<file path="config.mk">
export PLATFORM = sky130hd
export DESIGN_NAME = rom_loader
export DESIGN_NICKNAME = d
export VERILOG_FILES = /design/src/rtl/rom_loader.sv
export SDC_FILE = /design/constraint.sdc
export NUM_CORES = 1
export LEC_CHECK = 0
export BUFFER_PORTS_ARGS = -buffer_cell sky130_fd_sc_hd__buf_2
export CAP_MARGIN = 20
export CORE_ASPECT_RATIO = 0.7
export CORE_UTILIZATION = 37
export CTS_CLUSTER_DIAMETER = 80
export DETAILED_ROUTE_END_ITERATION = 10
export GPL_ROUTABILITY_DRIVEN = 1
export PLACE_DENSITY = 0.75
export SETUP_SLACK_MARGIN = 0.05
export SYNTH_ARGS = -nofsm -noshare
export SYNTH_HDL_FRONTEND = slang
export SYNTH_SLANG_ARGS = --single-unit
</file>
<file path="constraint.sdc">
create_clock -name clk_sys -period 2 [get_ports clk_sys]
set_input_delay 0.4 -clock clk_sys [delete_from_list [all_inputs] [get_ports clk_sys]]
set_output_delay 0.4 -clock clk_sys [all_outputs]
set_load 0.03 [all_outputs]
</file>
<file path="src/rtl/rom_loader.sv">
`default_nettype none
// ============================================================================
// Module      : rom_loader
// Description : Routes host ROM-download bytes into mapped memory segments,
//               one write per clkref slot, and derives a read OR-mask per page.
//               Optional checksum output: define ROM_LOADER_CHECKSUM_EN.
// Revision    : 1.0 - initial release
// ============================================================================
module rom_loader #(
  parameter int ADDR_W    = 23,
  parameter int SEG_BITS  = 14,
  parameter int NSEG      = 3,
  parameter logic [NSEG*(ADDR_W-SEG_BITS)-1:0] SEG_MAP = {9'h107, 9'h100, 9'h000},
  parameter int RAM_PAGES = 256
) (
  input  logic              clk_sys,
  input  logic              reset_n,
  input  logic              clkref,
  input  logic              download,
  input  logic              ioctl_wr,
  input  logic [24:0]       ioctl_addr,
  input  logic [7:0]        ioctl_dout,
  output logic              ioctl_wait,
  output logic              mem_we,
  output logic [ADDR_W-1:0] mem_addr,
  output logic [7:0]        mem_din,
  input  logic [ADDR_W-1:0] query_addr,
  output logic [7:0]        rom_mask,
  output logic [NSEG-1:0]   loaded,
  output logic              done
`ifdef ROM_LOADER_CHECKSUM_EN
  ,
  output logic [7:0]        checksum
`endif
);

  localparam int c_pw = ADDR_W - SEG_BITS;
  localparam int c_sw = 25 - SEG_BITS;
  localparam logic [c_pw:0] c_ram_pages = (c_pw + 1)'(RAM_PAGES);

  typedef enum logic [1:0] {
    S_IDLE  = 2'd0,
    S_PEND  = 2'd1,
    S_WRITE = 2'd2
  } state_t;

  state_t          r_state;
  logic            r_dl_prev;
  logic [NSEG-1:0] r_seg_oh;

  logic [c_sw-1:0] w_seg;
  logic            w_hit;
  logic [c_pw-1:0] w_page;
  logic [NSEG-1:0] w_seg_oh;
  logic            w_rise;
  logic            w_accept;
  logic [NSEG-1:0] w_loaded_base;
  logic [c_pw-1:0] w_qpage;
  logic            w_unused;

  assign w_seg   = ioctl_addr[24:SEG_BITS];
  assign w_qpage = query_addr[ADDR_W-1:SEG_BITS];
  assign w_unused = ^query_addr[SEG_BITS-1:0];

  always_comb begin
    w_hit    = 1'b0;
    w_page   = '0;
    w_seg_oh = '0;
    for (int i = 0; i < NSEG; i++) begin
      if (w_seg == c_sw'(i)) begin
        w_hit       = 1'b1;
        w_page      = SEG_MAP[i*c_pw +: c_pw];
        w_seg_oh[i] = 1'b1;
      end
    end
  end

  // Descending scan so the lowest matching map entry has the final say.
  always_comb begin
    rom_mask = ({1'b0, w_qpage} < c_ram_pages) ? 8'h00 : 8'hFF;
    for (int i = NSEG - 1; i >= 0; i--) begin
      if (w_qpage == SEG_MAP[i*c_pw +: c_pw]) begin
        rom_mask = loaded[i] ? 8'h00 : 8'hFF;
      end
    end
  end

  assign w_rise        = download & ~r_dl_prev;
  assign w_accept      = (r_state == S_IDLE) & download & ioctl_wr & w_hit;
  assign w_loaded_base = w_rise ? '0 : loaded;

  always_ff @(posedge clk_sys or negedge reset_n) begin
    if (!reset_n) begin
      r_state    <= S_IDLE;
      r_dl_prev  <= 1'b0;
      r_seg_oh   <= '0;
      ioctl_wait <= 1'b0;
      mem_we     <= 1'b0;
      mem_addr   <= '0;
      mem_din    <= '0;
      loaded     <= '0;
      done       <= 1'b0;
    end else begin
      r_dl_prev <= download;
      done      <= r_dl_prev & ~download;
      loaded    <= w_loaded_base;
      case (r_state)
        S_IDLE: begin
          if (w_accept) begin
            mem_addr   <= {w_page, ioctl_addr[SEG_BITS-1:0]};
            mem_din    <= ioctl_dout;
            r_seg_oh   <= w_seg_oh;
            ioctl_wait <= 1'b1;
            r_state    <= S_PEND;
          end
        end
        S_PEND: begin
          if (clkref) begin
            mem_we  <= 1'b1;
            r_state <= S_WRITE;
          end
        end
        S_WRITE: begin
          if (clkref) begin
            mem_we     <= 1'b0;
            ioctl_wait <= 1'b0;
            loaded     <= w_loaded_base | r_seg_oh;
            r_state    <= S_IDLE;
          end
        end
        default: r_state <= S_IDLE;
      endcase
    end
  end

`ifdef ROM_LOADER_CHECKSUM_EN
  // A byte accepted on the same edge as a new download starts a fresh sum.
  always_ff @(posedge clk_sys or negedge reset_n) begin
    if (!reset_n) begin
      checksum <= '0;
    end else if (w_accept) begin
      checksum <= (w_rise ? 8'h00 : checksum) + ioctl_dout;
    end else if (w_rise) begin
      checksum <= '0;
    end
  end
`endif

endmodule
`default_nettype wire

</file>
==> metrics.txt, run 1 <==
# TYPE chip_impl_metric gauge
chip_impl_info{name="outcome",value="complete, but fails checks"} 1
chip_impl_info{name="violated_checks",value="setup timing"} 1
chip_impl_metric{name="detail_route.wl_per_cell",unit="microns"} 13.41
chip_impl_info{name="cp_common_cell",value="buf_6"} 1
chip_impl_info{name="rsz0062_at_grt",value="true"} 1
chip_impl_metric{name="io-pin-count",unit=""} 106
chip_impl_metric{name="power_per_unit_of_standard_cell_area",unit="nW/um^2"} 698.1
chip_impl_metric{name="maxcap_violations",unit=""} 0
chip_impl_metric{name="initialDrtViolationCount",unit=""} 34
chip_impl_metric{name="final_util",unit="%"} 54.19
chip_impl_metric{name="period_needed",unit="ns"} 2.011
chip_impl_metric{name="timing.final.hold_violations",unit=""} 0
chip_impl_metric{name="detailed_place.area",unit="sq um"} 1996
chip_impl_metric{name="share_of_yosys_cell_area_claimed_by_the_top_area_cell_type",unit="%"} 55.03
chip_impl_metric{name="die_span_in_y",unit="microns"} 56.87
chip_impl_metric{name="detail_route.vias_per_cell",unit=""} 4.606
chip_impl_info{name="min_path_type",value="input port to asynchronous set/reset pin"} 1
chip_impl_metric{name="finalCritPeriodShare",unit="%"} 100.6
chip_impl_metric{name="globalRouteTotalUtil",unit="%"} 15.62
chip_impl_metric{name="cts.sinks",unit=""} 35
chip_impl_metric{name="tritoncts.num_buffers",unit=""} 5
chip_impl_metric{name="critPathArrivalTime",unit="ns"} 1.61
chip_impl_metric{name="syn_avg_cell_area",unit="sq um"} 13.72
chip_impl_metric{name="finalInstanceArea",unit="sq um"} 2177
chip_impl_metric{name="floorplan.rows",unit=""} 19
chip_impl_info{name="worstSetupStartpoint",value="loaded[0]"} 1
chip_impl_metric{name="first_global_vias",unit=""} 1078
chip_impl_metric{name="antennaDiodeCount",unit=""} 0
chip_impl_metric{name="synth.yosys.warnings",unit=""} 0
chip_impl_metric{name="worst_ir_drop_vdd",unit="mV"} 0.4716
chip_impl_metric{name="final_net_count",unit=""} 262
chip_impl_metric{name="worst-slew-pin-transition",unit="ns"} 0.6010
chip_impl_info{name="worstSetupEndpointType",value="output port"} 1
chip_impl_info{name="top_family_by_delay_on_critical_path",value="simple AND/OR/NAND/NOR gates"} 1
chip_impl_metric{name="yosys_register_bits",unit=""} 35
chip_impl_metric{name="antenna_violations_before_repair",unit=""} 0
chip_impl_metric{name="htree_levels",unit=""} 2
chip_impl_metric{name="clock_latency_on_the_worst_skew_pair",unit="ns"} 0.28
chip_impl_info{name="synthTopCellsByArea",value="dfrtp_1 55%, mux2_4 15%, buf_4 7.1%"} 1
chip_impl_info{name="cts_root_buffer",value="clkbuf_8"} 1
chip_impl_metric{name="critical_path.max_fanout",unit=""} 8
chip_impl_metric{name="initial_utilization",unit="%"} 39.61
chip_impl_metric{name="drt_wl_total",unit="microns"} 3406
chip_impl_metric{name="io_buffer_count",unit=""} 86
chip_impl_metric{name="setup_slack",unit="ns"} -0.01145
chip_impl_info{name="worst_r2r_startpoint",value="r_state[0]"} 1
chip_impl_metric{name="synth_sequential_area_ratio",unit="%"} 55.03
chip_impl_metric{name="netlist_instances",unit=""} 116
chip_impl_metric{name="routed-via-count",unit=""} 1170
chip_impl_info{name="cp_cell_sequence",value="or4_4, o31ai_4, buf_6, buf_6"} 1
chip_impl_info{name="tritoncts",value="yes"} 1
chip_impl_metric{name="dieWidth",unit="microns"} 80.39
chip_impl_metric{name="ctsLongestPathBuffers",unit=""} 2
chip_impl_metric{name="timing.critical_path.slowest_cell_delay",unit="ns"} 0.43
chip_impl_metric{name="fillers",unit=""} 397
chip_impl_metric{name="relSlewSlack",unit="%"} 59.85
chip_impl_metric{name="gpl.final_weighted_congestion",unit=""} 0.7135
chip_impl_metric{name="placed_wire_length_estimate",unit="microns"} 2518
chip_impl_metric{name="report.final.setup_viol",unit=""} 8
chip_impl_metric{name="drtPass1Iterations",unit=""} 4
chip_impl_metric{name="floorplan.core_area",unit="sq um"} 4018
chip_impl_metric{name="path_buf_inv",unit=""} 2
chip_impl_metric{name="die_area",unit="sq um"} 4572
chip_impl_info{name="cpMaxStageDelayCell",value="or4_4"} 1
chip_impl_metric{name="timing.final.max_slew_violations",unit=""} 0
chip_impl_metric{name="cellLeakagePower",unit="nW"} 1.243
chip_impl_info{name="worst_setup_path_start_kind",value="register"} 1
chip_impl_metric{name="synth.cell_area",unit="sq um"} 1592
chip_impl_metric{name="overflow",unit=""} 0
chip_impl_metric{name="grt_pass1_wl",unit="microns"} 5230
chip_impl_metric{name="area_overhead_vs_synth",unit="%"} 36.79
chip_impl_metric{name="clk_pin_slew",unit="ns"} 0.08
chip_impl_metric{name="yosys.cell_types.count",unit=""} 29
chip_impl_metric{name="grt_start_max_net_pins",unit=""} 36
chip_impl_info{name="worst-setup-path-type",value="register to output port"} 1
chip_impl_metric{name="skew",unit="ns"} 0.004931
chip_impl_metric{name="cp_data_required_time",unit="ns"} 1.60
chip_impl_info{name="cell_accounting_for_the_most_synthesized_area",value="dfrtp_1"} 1
chip_impl_metric{name="total_power",unit="mW"} 1.520
chip_impl_metric{name="remaining_routing_drc_violations",unit=""} 0
chip_impl_metric{name="antenna_left",unit=""} 0
chip_impl_metric{name="clock.fmax",unit="MHz"} 497.2
chip_impl_metric{name="drive_above_1_share",unit="%"} 63.37
## where the power goes
part           internal, mW  switching [mW]  total [mW]  leakage, nW
Sequential            0.716         0.00455       0.721        0.463
Clock                 0.371           0.261       0.632       0.0581
Combinational        0.0717          0.0955       0.167        0.722
Total                  1.16           0.361        1.52         1.24
## area by class of cell
cell class,instances,area [sq um],share of cell area (%)
clock inverter,3,43.79,2.011
inverter,4,15.01,0.6897
sequential,35,877.1,40.29
multi-input combinational,63,578.1,26.55
tap,52,65.06,2.989
timing repair buffer,92,529.3,24.31
clock buffer,5,68.82,3.161
## sequential cells by signal (all words and copies together) (netlist names)
| name | cells |
|---|---|
| done | 1 |
| ioctl_wait | 1 |
| loaded | 3 |
| mem_addr | 16 |
| mem_din | 8 |
| mem_we | 1 |
| r_dl_prev | 1 |
| r_seg_oh | 2 |
| r_state | 2 |
## cell families after synthesis
group | share of synthesized area [%]
DFF | 55.03
and+or+nand+nor | 7.469
buffers and inverters | 10.69
other | 0.2356
muxes | 19.34
AOI/OAI and AO/OA | 7.234
## routing by layer
metal	vias up	track usage [%]	share of wire, %
li1	554	-	-
met4	0	5.357	1.0
met1	554	20.04	46
met2	57	23.73	45
met5	-	0	0
met3	5	6.341	8.1
## placed cells by master (no fill, tap or decap), types with 2 or more instances in the layout
master and instances:
mux2_2 6, a22o_1 3, mux2_4 16, o21ai_0 5, nor3_1 2, buf_4 5, inv_1 4, buf_6 9
clkbuf_8 5, nor2_1 3, nor2b_1 2, nand2_1 4, a21oi_1 2, buf_2 78, dfrtp_1 34, conb_1 5
## worst paths after layout
kind / cells after the start / slack (ns) / end
worst max-delay path: 4 / -0.01 / rom_mask[2]
worst min-delay path: 2 / 0.14 / mem_din[1]
worst max register to register: 5 / 0.26 / mem_din[6]
worst min register to register: 1 / 0.49 / done
max in group asynchronous: 2 / 1.52 / loaded[0]
min in group clk_sys: 1 / 0.28 / r_dl_prev
## timing repair
action                     CTS  global route
hold buffers                 0             0
setup buffers                2             0
gates resized for setup     18             0
setup endpoints to repair    8             8
pin swaps                    1             0
gates cloned                 0             0
## synthesized netlist by cell type, drive strengths merged
library cell / n
dfrtp: 35
o2bb2ai: 1
o21ai: 6
nand2: 4
buf: 18
nor2: 3
nor4b: 2
a21o: 1
nand4: 1
nor3: 2
nor2b: 2
nand2b: 1
o31ai: 1
nor3b: 1
mux2: 22
nor4: 1
a22o: 3
conb: 1
or4: 1
o21a: 1
or2: 1
inv: 4
a41oi: 1
a2bb2oi: 1
a21oi: 2
## metrics by stage
stage,hold WS (ns),worst slack (ns),instances,setup TNS (ns)
floorplan,0.1044,-0.2123,120,-1.486
global placement,0.4616,-0.02976,244,-0.2344
detailed placement,0.4609,-0.04746,244,-0.3656
CTS,0.1464,-0.01792,254,-0.1370
global route,0.1631,-0.07510,254,-0.5804
finish,0.1401,-0.01145,254,-0.07714
No activity file was read; power rests on OpenSTA's default activity.
==> run 2: changes to the inputs <==
Settings changed: CTS_BUF_LIST from default to sky130_fd_sc_hd__clkbuf_16, SETUP_SLACK_MARGIN 0.05 to default.
==> metrics.txt, run 2 (synthesis results as in run 1) <==
# TYPE chip_impl_metric gauge
chip_impl_info{name="outcome",value="complete, but fails checks"} 1
chip_impl_info{name="violated_checks",value="setup timing"} 1
chip_impl_info{name="worst_setup_path_start_kind",value="register"} 1
chip_impl_metric{name="grt_start_max_net_pins",unit=""} 36
chip_impl_metric{name="initial_utilization",unit="%"} 39.61
chip_impl_metric{name="clk_pin_slew",unit="ns"} 0.06
chip_impl_metric{name="clock_latency_on_the_worst_skew_pair",unit="ns"} 0.28
chip_impl_metric{name="drt_wl_total",unit="microns"} 3419
chip_impl_metric{name="ctsLongestPathBuffers",unit=""} 2
chip_impl_metric{name="globalRouteTotalUtil",unit="%"} 15.72
chip_impl_info{name="min_path_type",value="input port to asynchronous set/reset pin"} 1
chip_impl_metric{name="multi_input_area",unit="sq um"} 578.1
chip_impl_metric{name="worst-slew-pin-transition",unit="ns"} 0.5923
chip_impl_metric{name="gpl.final_weighted_congestion",unit=""} 0.7135
chip_impl_metric{name="detail_route.vias_per_cell",unit=""} 4.579
chip_impl_metric{name="finalCritPeriodShare",unit="%"} 100.2
chip_impl_info{name="worstSetupEndpointType",value="output port"} 1
chip_impl_metric{name="area_overhead_vs_synth",unit="%"} 40.33
chip_impl_metric{name="power_per_unit_of_standard_cell_area",unit="nW/um^2"} 791.4
chip_impl_metric{name="numPlacedInstances",unit=""} 244
chip_impl_metric{name="period_needed",unit="ns"} 2.004
chip_impl_metric{name="die_area",unit="sq um"} 4572
chip_impl_metric{name="overflow",unit=""} 0
chip_impl_metric{name="report.final.setup_viol",unit=""} 8
chip_impl_metric{name="critical_path.max_fanout",unit=""} 8
chip_impl_metric{name="cp_data_required_time",unit="ns"} 1.60
chip_impl_metric{name="antenna_violations_before_repair",unit=""} 0
chip_impl_metric{name="worst_ir_drop_vdd",unit="mV"} 0.5673
chip_impl_info{name="cts_root_buffer",value="clkbuf_16"} 1
chip_impl_metric{name="drive_above_1_share",unit="%"} 63.37
chip_impl_metric{name="post_layout_nonfiller_instances",unit=""} 254
chip_impl_info{name="rsz0062_at_grt",value="true"} 1
chip_impl_info{name="largest_register",value="mem_addr"} 1
chip_impl_metric{name="maxcap_violations",unit=""} 0
chip_impl_metric{name="initialDrtViolationCount",unit=""} 53
chip_impl_metric{name="drtPass1Iterations",unit=""} 4
chip_impl_metric{name="timing.final.hold_violations",unit=""} 0
chip_impl_metric{name="skew",unit="ns"} 0.002349
chip_impl_metric{name="io_buffer_count",unit=""} 86
chip_impl_metric{name="floorplan.rows",unit=""} 19
chip_impl_metric{name="grt_pass1_wl",unit="microns"} 5230
chip_impl_metric{name="die_span_in_y",unit="microns"} 56.87
chip_impl_info{name="worst-setup-path-type",value="register to output port"} 1
chip_impl_info{name="worstSetupStartpoint",value="loaded[0]"} 1
chip_impl_info{name="layout.cells.most_common",value="buf_2"} 1
chip_impl_info{name="worst_r2r_startpoint",value="r_state[1]"} 1
chip_impl_metric{name="io-pin-count",unit=""} 106
chip_impl_metric{name="tritoncts.num_buffers",unit=""} 5
chip_impl_metric{name="relSlewSlack",unit="%"} 60.43
chip_impl_metric{name="placed_wire_length_estimate",unit="microns"} 2518
chip_impl_metric{name="htree_levels",unit=""} 2
chip_impl_metric{name="fillers",unit=""} 392
chip_impl_info{name="largestRegisters",value="mem_addr: 16 flops, mem_din: 8 flops, loaded: 3 flops"} 1
chip_impl_metric{name="antenna_left",unit=""} 0
chip_impl_metric{name="detail_route.wl_per_cell",unit="microns"} 13.46
chip_impl_metric{name="largest_reg_flops",unit=""} 16
chip_impl_metric{name="setup_slack",unit="ns"} -0.003896
chip_impl_metric{name="total_power",unit="mW"} 1.767
chip_impl_metric{name="antennaDiodeCount",unit=""} 0
chip_impl_metric{name="clock.fmax",unit="MHz"} 499.0
chip_impl_metric{name="critPathArrivalTime",unit="ns"} 1.60
chip_impl_metric{name="cts.sinks",unit=""} 35
chip_impl_metric{name="dieWidth",unit="microns"} 80.39
chip_impl_metric{name="first_global_vias",unit=""} 1083
chip_impl_metric{name="timing.final.max_slew_violations",unit=""} 0
chip_impl_metric{name="floorplan.core_area",unit="sq um"} 4018
chip_impl_metric{name="routed-via-count",unit=""} 1163
chip_impl_metric{name="final-seq-area",unit="sq um"} 877.1
chip_impl_metric{name="final_net_count",unit=""} 262
chip_impl_metric{name="setup_total_negative_slack",unit="ns"} -0.01669
chip_impl_metric{name="cellLeakagePower",unit="nW"} 1.268
chip_impl_info{name="most-common-layout-cells",value="78 x buf_2, 34 x dfrtp_1, 16 x mux2_4, 9 x buf_6, 6 x mux2_2"} 1
chip_impl_info{name="tritoncts",value="yes"} 1
chip_impl_metric{name="remaining_routing_drc_violations",unit=""} 0
-- run 2: cell types whose count changed in the layout (fill, tap and decap cells not counted) --
cell,delta
clkbuf_16,+5
clkbuf_8,-5
-- run 2: layout make-up --
| cell class | count | share of cell area, % |
|---|---|---|
| clock buffers | 5 | 5.602 |
| clock inverters | 3 | 1.961 |
| inverters | 4 | 0.6723 |
| multi-input cells | 63 | 25.88 |
| flip-flops and latches | 35 | 39.27 |
| well taps | 52 | 2.913 |
| repair buffers | 92 | 23.70 |
-- run 2: worst paths after layout --
| path | depth (start not counted) | slack, ns | end |
|---|---|---|---|
| setup / recovery | 4 | -0.004 | rom_mask[2] |
| hold / removal | 2 | 0.15 | mem_din[1] |
| setup reg to reg | 5 | 0.27 | mem_din[6] |
| hold reg to reg | 1 | 0.48 | done |
| max in group asynchronous | 2 | 1.52 | loaded[0] |
| min in group clk_sys | 1 | 0.29 | r_dl_prev |
-- run 2: worst max-delay path: stages (launching register included) --
cell	delay (ns)
dfrtp_2	0.40
or4_4	0.43
o31ai_4	0.19
buf_6	0.17
buf_6	0.14
-- run 2: metal layers --
metal	vias to the layer above	global-route usage [%]	wire, microns
li1	552	-	-
met2	58	23.61	1550
met1	547	20.14	1530
met3	6	6.341	283
met4	0	6.122	55
met5	-	0	0
-- run 2: metrics by stage --
step | setup WS (ns) | hold slack, ns | util (%) | area, sq um
5_1_grt | -0.05123 | 0.1828 | 55.59 | 2233
6_report | -0.003896 | 0.1510 | 55.59 | 2233
4_1_cts | -0.004560 | 0.1593 | 55.59 | 2233
3_5_place_dp | -0.04746 | 0.4609 | 49.67 | 1996
2_1_floorplan | -0.2123 | 0.1044 | - | 1652
3_3_place_gp | -0.02976 | 0.4616 | 49.67 | 1996
-- run 2: power breakdown --
group	total [mW]	internal (mW)	switching, mW
registers	0.722	0.717	0.00453
clock network	0.879	0.587	0.292
logic	0.167	0.0717	0.0954
-- run 2: timing repair --
action	4_1_cts	5_1_grt
hold buffers	0	0
resized for setup	18	0
pin swaps	1	0
buffers inserted	2	0
endpoints found under the setup margin	8	8
